File: config.mk
export PLATFORM = sky130hd
export DESIGN_NAME = inst_prefetch_queue
export DESIGN_NICKNAME = d
export VERILOG_FILES = /design/src/rtl/inst_prefetch_queue.sv
export SDC_FILE = /design/constraint.sdc
export NUM_CORES = 1
export LEC_CHECK = 0
export CORE_ASPECT_RATIO = 1.25
export CORE_MARGIN = 1
export CORE_UTILIZATION = 54
export CTS_CLUSTER_SIZE = 30
export DETAILED_ROUTE_END_ITERATION = 8
export GPL_TIMING_DRIVEN = 0
export PLACE_DENSITY = 0.9
export SYNTH_ARGS = -nofsm -noshare
export SYNTH_HDL_FRONTEND = slang
export SYNTH_SLANG_ARGS = --single-unit
File: constraint.sdc
create_clock -name clk -period 6.1 [get_ports clk]
set_input_delay 1.22 -clock clk [delete_from_list [all_inputs] [get_ports clk]]
set_output_delay 1.22 -clock clk [all_outputs]
set_load 0.05 [all_outputs]
File: src/rtl/inst_prefetch_queue.sv
// Instruction prefetch queue feeding the IF stage: streams sequential words from a
// multi-cycle instruction memory and drops queued and in-flight words on a redirect.
module inst_prefetch_queue #(
  parameter int          DEPTH    = 4,
  parameter int          PTR_W    = 2,
  parameter logic [31:0] RESET_PC = 32'h0000_0000
) (
  input  logic             clk,
  input  logic             reset,
  input  logic             flush,
  input  logic [31:0]      flush_pc,
  input  logic             deq,
  output logic             imem_req,
  output logic [31:0]      imem_addr,
  input  logic             imem_ack,
  input  logic [31:0]      imem_rdata,
  output logic             inst_valid,
  output logic [31:0]      inst_out,
  output logic [31:0]      pc_out,
  output logic [31:0]      next_pc_out,
  output logic [PTR_W:0]   count
);

  typedef enum logic [1:0] {IDLE, WAIT, DISCARD} state_t;

  localparam logic [PTR_W:0] FULL = DEPTH[PTR_W:0];
  localparam logic [PTR_W:0] ONE  = {{PTR_W{1'b0}}, 1'b1};

  state_t             r_state;
  logic [PTR_W:0]     r_count;
  logic [PTR_W-1:0]   r_rdPtr;
  logic [PTR_W-1:0]   r_wrPtr;
  logic [31:0]        r_fetchPc;
  logic               r_req;
  logic [31:0]        r_addr;
  logic [31:0]        r_memPc   [DEPTH];
  logic [31:0]        r_memInst [DEPTH];

  logic               w_push;
  logic               w_deq;
  logic [PTR_W:0]     w_nextCount;
  logic [31:0]        w_headPc;

  // A flush cancels both the push and the dequeue of its cycle.
  assign w_push = (r_state == WAIT) && imem_ack && !flush;
  assign w_deq  = deq && (r_count != '0) && !flush;

  always_comb begin
    w_nextCount = r_count;
    if (w_push && !w_deq)
      w_nextCount = r_count + ONE;
    else if (!w_push && w_deq)
      w_nextCount = r_count - ONE;
  end

  always_ff @(posedge clk) begin
    if (!reset) begin
      r_state   <= IDLE;
      r_count   <= '0;
      r_rdPtr   <= '0;
      r_wrPtr   <= '0;
      r_fetchPc <= RESET_PC;
      r_req     <= 1'b0;
      r_addr    <= RESET_PC;
    end else if (flush) begin
      r_count   <= '0;
      r_rdPtr   <= '0;
      r_wrPtr   <= '0;
      r_fetchPc <= flush_pc;
      // An unanswered request must still be retired, so its ack is absorbed in DISCARD.
      if (r_state != IDLE && !imem_ack) begin
        r_state <= DISCARD;
        r_req   <= 1'b1;
      end else begin
        r_state <= IDLE;
        r_req   <= 1'b0;
      end
    end else begin
      r_count <= w_nextCount;
      if (w_deq)
        r_rdPtr <= r_rdPtr + 1'b1;
      if (w_push)
        r_wrPtr <= r_wrPtr + 1'b1;
      case (r_state)
        IDLE: begin
          if (r_count < FULL) begin
            r_state <= WAIT;
            r_req   <= 1'b1;
            r_addr  <= r_fetchPc;
          end
        end
        WAIT: begin
          if (imem_ack) begin
            r_fetchPc <= r_addr + 32'd4;
            if (w_nextCount < FULL) begin
              r_addr <= r_addr + 32'd4;
            end else begin
              r_state <= IDLE;
              r_req   <= 1'b0;
            end
          end
        end
        DISCARD: begin
          if (imem_ack) begin
            r_state <= IDLE;
            r_req   <= 1'b0;
          end
        end
        default: begin
          r_state <= IDLE;
          r_req   <= 1'b0;
        end
      endcase
    end
  end

  always_ff @(posedge clk) begin
    if (reset && w_push) begin
      r_memPc[r_wrPtr]   <= r_addr;
      r_memInst[r_wrPtr] <= imem_rdata;
    end
  end

  // Head is gated by occupancy so an empty queue presents a nop at pc 0.
  assign inst_valid  = (r_count != '0);
  assign w_headPc    = inst_valid ? r_memPc[r_rdPtr] : 32'h0;
  assign inst_out    = inst_valid ? r_memInst[r_rdPtr] : 32'h0;
  assign pc_out      = w_headPc;
  assign next_pc_out = w_headPc + 32'd4;
  assign imem_req    = r_req;
  assign imem_addr   = r_addr;
  assign count       = r_count;

endmodule

==> results of run 1 <==
[routing by layer]
| layer | GRT usage | part of all wire | routed length, µm |
|---|---|---|---|
| met5 | 0 | 0 | 0 |
| met4 | 0.120 | 0.041 | 1620 |
| met3 | 0.0449 | 0.090 | 3550 |
| met2 | 0.496 | 0.51 | 20100 |
| met1 | 0.342 | 0.36 | 14200 |
[worst max-delay path, delay by kind of cell (launching register included)]
| kind | cells | cell delay (ps) |
|---|---|---|
| and+or+nand+nor | 6 | 1320 |
| buffers and inverters | 3 | 1260 |
| AOI/OAI and AO/OA | 2 | 480 |
| adders and majority gates | 2 | 420 |
| DFF | 1 | 410 |
| xor gates and xnor gates | 1 | 190 |
[report_power, final]
| group | total (µW) | switching [µW] | internal (µW) |
|---|---|---|---|
| registers | 2500 | 40.9 | 2460 |
| clock network | 1920 | 816 | 1110 |
| logic | 318 | 195 | 123 |
[synth_stat cells, types with 3 or more instances]
cell,instances
a211oi_1,14
a21oi_1,40
a22o_1,10
a22oi_1,14
a311oi_1,3
and2_1,55
and3_1,10
buf_2,11
buf_4,6
buf_6,5
clkbuf_1,47
dfxtp_1,76
edfxtp_1,256
ha_1,11
inv_1,24
mux2_2,5
mux2i_1,21
mux4_1,3
mux4_2,52
nand2_1,99
nand2b_1,8
nand3_1,31
nand4_1,6
nor2_1,86
nor2b_1,3
nor3_1,16
nor3_2,6
nor3b_1,3
nor4_1,11
nor4_2,3
o21ai_0,43
o21ai_1,11
o22ai_1,3
o31a_1,3
o31ai_1,6
or2_2,7
or3_1,4
xnor2_1,31
xor2_1,26
[sequential cells by signal, summed over array words and instances (netlist names), named ones only]
| register | flops |
|---|---|
| r_memInst | 128 |
| r_memPc | 128 |
| imem_addr | 32 |
| r_fetchPc | 32 |
| count | 3 |
| r_rdPtr | 2 |
| r_state | 2 |
| r_wrPtr | 2 |
| imem_req | 1 |
[path summary, 6_finish.rpt]
kind / start / to / slack, ps / depth (start not counted)
worst max-delay path: count[0] / next_pc_out[12] / 220 / 14
worst min-delay path: r_fetchPc[0] / imem_addr[0] / 460 / 2
worst max register to register: count[0] / imem_addr[20] / 1600 / 14
worst min register to register: r_fetchPc[0] / imem_addr[0] / 460 / 2
[stage by stage]
| stage | cell area, µm² | setup TNS, ps | instances | setup slack (ps) |
|---|---|---|---|---|
| finish | 18400 | 0 | 1716 | 225 |
| CTS | 18400 | 0 | 1716 | 21.9 |
| detailed placement | 17400 | -896 | 1661 | -211 |
| global placement | 17300 | -1770 | 1657 | -60.0 |
| floorplan | 14800 | 0 | 1111 | 230 |
| global route | 18400 | 0 | 1715 | 83.7 |
[area by class of cell]
cell class                 instances  area (µm²)  area share
sequential                       332        9210       0.500
multi-input combinational        680        5150       0.280
timing repair buffer             205        2130       0.116
clock buffer                      40         850      0.0461
tap                              345         432      0.0234
buffer                            71         377      0.0205
clock inverter                    16         165     0.00897
inverter                          26         100     0.00544
antenna                            1        2.50    0.000136
[cell families after synthesis]
logic type	after synthesis	synth area share
adders and majority gates	11	0.00930
AOI/OAI and AO/OA	169	0.0748
and+or+nand+nor	362	0.125
muxes	81	0.103
xor gates and xnor gates	57	0.0337
DFF	332	0.622
buffers and inverters	99	0.0323
[timing repair]
action	4_1_cts	5_1_grt
cloned	0	0
pin swaps	0	0
hold endpoints to repair	0	0
resized for setup	19	8
setup buffers	0	0
endpoints found under the setup margin	11	11
==> reports/qor.yml, run 1 <==
layout:
  fin_nets: 1426
  final_util: 0.684
  area_delta_synth_final_pct: 24.5
  fillers: 1787
  mostFrequentLayoutCells: "edfxtp_1, clkdlybuf4s50_1, nand2_1, nor2_1, dfxtp_1"
  final_common_cell: "edfxtp_1"
  drive_above_1_share: 0.127
clocking:
  clk-insertion-delay-late_ps: 560
  tritoncts: "done"
  cts_sinks: 332
  clkSlewWorstSetupHoldPaths_ps: 70
  clk_path_buf_depth: 3
  htree_levels: 1
  cts-root-buf: "clkbuf_16"
  numCtsBuffers: 30
  hold_buffers: 0
timing:
  worst_pin_slew_ps: 800
  relSlewSlack: 0.466
  min_period_over_period: 0.963
  setup_viol: 0
  hold_viol_final: 0
  slew_violations: 0
  max_freq_mhz: 170
  min_period_ps: 5880
  rsz0062_at_grt: "no"
  holdWs_ps: 455
  fin_skew_ps: 15.8
grt:
  grt_usage: 0.283
  grt_max_degree: 51
  gr-total-overflow: 0
  grt_antenna_before_repair: 0
  grt_pass1_wl_um: 59500
  grt_pass1_vias: 10300
synthesis:
  synth_top_area_frac: 0.520
  synth_edf_count: 256
  ys_seq_area_frac: 0.622
  synth-seq-cells: 332
  synth.distinct_cells: 68
  synthTopCellsByArea: "edfxtp_1, dfxtp_1, mux4_2, nand2_1, and2_1"
  yosysWarnings: 0
  yosys.area.top_type: "edfxtp_1"
  synthCells: 1111
  mappedNetlistNets: 1191
  syn_area_mm2: 0.0148
  synth_ff_type: "edfxtp_1"
  async_flop_share: 0
  synth.avg_cell_area_um2: 13.3
critical_path:
  path_cells: "inv_1, ha_1, nor2b_2, buf_2, nor3_1, or2_2, ha_1, nand2_1, o22ai_2, o2111ai_2, nor2_1, nand2_1, xnor2_1, clkdlybuf4s50_1"
  critPathArrivalTime_ps: 4660
  crit_fanout: 10
  startpoint_type: "register"
  cp-end-kind: "output port"
  path_class: "reg -> out"
  cpMaxStageDelayCell: "clkdlybuf4s50_1"
  crit_required_ps: 4880
  slowest_delay_ps: 890
die:
  dieHeight_um: 187
  die_x_um: 150
  pin_count: 202
  start_util: 0.550
  coreArea_mm2: 0.0269
  num_rows: 67
  die_area_mm2: 0.0281
pwr:
  powerDensity_mw_per_mm2: 257
  p_leak_uw: 0.00617
  total_power_uw: 4740
  vdd_drop_max_uv: 213
route:
  vias_per_cell: 6.06
  ant_nets: 0
  vias: 10400
  wl_per_cell_um: 23.0
  wl_um: 39500
  drtIter0Drc: 740
  firstDrtPassIters: 5
  drc: 0
status:
  status: "finished clean"
job:
  maxCapViolCount: 0
min_path:
  hold_class: "reg -> reg"
place:
  hpwl_um: 27100
  io_buffer_count: 201
  gp_congestion: 0.926
Note: power is estimated with default switching activity, not from simulation.
==> inputs of run 2 (changes only) <==
Settings changed: CTS_CLUSTER_SIZE 30 to 8.
==> run 2 against run 1 <==
Against the previous run:
- sequential power barely moved
- total power rose by 9.2%
- maximum frequency fell by 1.1%
- critical path type unchanged
- combinational power barely moved
- final cell count rose by 0.47%
- clock skew rose by 1.4 ps
- final area rose by 1.5%
==> reports/qor.yml, run 2 (synthesis results as in run 1) <==
critical_path:
  cpMaxStageDelayCell: "clkdlybuf4s50_1"
  r2r_cells: 14  # unchanged
  crit_fanout: 10  # unchanged
  path_class: "reg -> out"
  reg2reg_to: "imem_addr[20]"
  path_cells: "inv_1, ha_1, nor2b_1, buf_2, nor3_2, or2_2, ha_1, nand2_1, o22ai_2, o2111ai_2, nor2_1, nand2_1, xnor2_1, clkdlybuf4s50_1"
  reg2reg_from: "count[0]"
  critPathBufInv: 3  # unchanged
  critPathTopFamily: "simple AND/OR/NAND/NOR gates"
  startpoint_type: "register"
  critPathArrivalTime_ps: 4720  # +60 ps
  crit_required_ps: 4880  # about the same
  slowest_delay_ps: 820  # -70 ps
  cp-end-kind: "output port"
  reg2reg_slack_ps: 1490  # -110 ps
timing:
  rsz0062_at_grt: "no"
  hold_viol_final: 0  # unchanged
  setup_viol: 0  # unchanged
  postLayoutSetupSlackWorst_ps: 157  # -68.0 ps
  relSlewSlack: 0.392  # -0.0741
  slew_violations: 0  # unchanged
  fin_skew_ps: 17.2  # +1.42 ps
  worst_pin_slew_ps: 911  # +111 ps
  max_freq_mhz: 168  # -1.1%
  min_period_ps: 5940  # +68.0 ps
  min_period_over_period: 0.974  # +0.0111
clocking:
  clkSlewWorstSetupHoldPaths_ps: 50  # -20 ps
  clk-insertion-delay-late_ps: 540  # -20 ps
  clk_path_buf_depth: 3  # unchanged
  cts-root-buf: "clkbuf_16"
  cts_sinks: 332  # unchanged
  cts_setup_buffers: 0  # unchanged
  htree_levels: 2  # +1
  tritoncts: "done"
  numCtsBuffers: 47  # +57%
  hold_buffers: 0  # unchanged
place:
  hpwl_um: 27100  # unchanged
  io_buffer_count: 201  # unchanged
  dpl_worst_slack_ps: -211  # unchanged
  dpl_cell_area_mm2: 0.0174  # unchanged
  gp_congestion: 0.926  # unchanged
  dp_cells: 1661  # unchanged
grt:
  grt_usage: 0.285  # +0.00235
  grt_pass1_wl_um: 60000  # +0.97%
  grt_antenna_before_repair: 0  # unchanged
  grt_max_degree: 51  # unchanged
  gr-total-overflow: 0  # unchanged
  grt_pass1_vias: 10600  # +2.4%
layout:
  mostFrequentLayoutCells: "edfxtp_1, clkdlybuf4s50_1, nand2_1, nor2_1, dfxtp_1"
  reg_top3: "r_memInst x128, r_memPc x128"
  fillers: 1752  # -2.0%
  multiInputGateArea_mm2: 0.00515  # about the same
  final_common_cell: "edfxtp_1"
  drive_above_1_share: 0.129  # +0.00207
  stdcell_area_mm2: 0.0187  # +1.5%
  regArea_mm2: 0.00921  # unchanged
  fin_nets: 1443  # +1.2%
  area_delta_synth_final_pct: 26.4
  antenna_cells: 0  # -1
  final_cells: 1724  # +0.47%
pwr:
  p_int_uw: 4040  # +9.5%
  power_frac_clock: 0.454  # +0.048
  seq_power_share: 0.484  # -0.043
  p_switching_uw: 1140  # +8.0%
  powerDensity_mw_per_mm2: 277  # +7.5%
  vdd_drop_max_uv: 219  # +2.8%
  p_leak_uw: 0.00631  # +2.2%
  power.share.combinational: 0.062  # -0.005
  total_power_uw: 5170  # +9.2%
  p_sw_frac: 0.220  # -0.00238
die:
  pin_count: 202  # unchanged
  dieHeight_um: 187  # unchanged
  start_util: 0.550  # unchanged
  num_rows: 67  # unchanged
  die_area_mm2: 0.0281  # unchanged
  coreArea_mm2: 0.0269  # unchanged
  die_x_um: 150  # unchanged
route:
  vias: 10500  # +0.62%
  wl_per_cell_um: 23.2  # +0.60%
  ant_nets: 0  # unchanged
  drtIter0Drc: 841  # +14%
  firstDrtPassIters: 6  # +1
  wl_um: 40000  # +1.1%
  vias_per_cell: 6.07  # +0.16%
  drc: 0  # unchanged
status:
  status: "finished clean"
min_path:
  holdPathStages: 2  # unchanged
  hold_class: "reg -> reg"
  min_from: "r_fetchPc[0]"
  hold_path_end: "imem_addr[0]"
job:
  maxCapViolCount: 0  # unchanged
## run 2: cell type report
cell class                      instances  area share
Tap cell                              345      0.0231
Sequential cell                       332       0.492
Clock buffer                           62      0.0670
Timing Repair Buffer                  205       0.114
Clock inverter                          3     0.00294
Multi-Input combinational cell        680       0.276
Inverter                               26     0.00535
Buffer                                 71      0.0200
## run 2: repair_timing
item	in CTS	in global routing
cloned	0	0
resized for setup	18	9
setup endpoints to repair	11	11
pin swaps	0	0
endpoints found under the hold margin	0	0
## run 2: through the flow
step	setup TNS [ps]	utilization	hold WS, ps
floorplan	0	-	432
global placement	-1770	0.641	442
detailed placement	-896	0.646	445
CTS	0	0.695	447
global route	0	0.695	474
finish	0	0.695	445
## run 2: worst max-delay path by stage
stage                   from               to  slack [ps]  cells past startpoint
floorplan           count[0]  next_pc_out[28]         230                     16
global placement    count[0]  next_pc_out[28]         -60                     17
detailed placement  count[0]  next_pc_out[30]        -210                     17
CTS                 count[0]  next_pc_out[20]         0.9                     16
global route        count[0]  next_pc_out[12]           5                     14
finish              count[0]  next_pc_out[10]         160                     14
## run 2: worst reg2reg max path, cell delays in order, from the launching register on
cell and delay [ps]:
dfxtp_1 410, inv_1 100, ha_1 200, nor2b_1 280, buf_2 310, nor3b_1 690
inv_1 100, ha_1 280, nand3b_1 190, and3_1 240, o41ai_4 640, clkbuf_1 490
o21ai_0 210, a22oi_1 250, nor2_1 70
## run 2: power by group through the flow
stage	clock network, µW	logic, µW	registers [µW]
after floorplan	0	144	2570
after global placement	0	304	2540
after detailed placement	0	311	2550
after CTS	2370	315	2500
after global routing	2450	337	2510
final	2350	319	2510
## run 2: metal layers
metal,vias to the layer above,track usage,part of all wire
met5,-,0,0
met4,0,0.136,0.043
met3,125,0.0505,0.090
met2,647,0.489,0.50
met1,5063,0.345,0.37
li1,4636,-,-
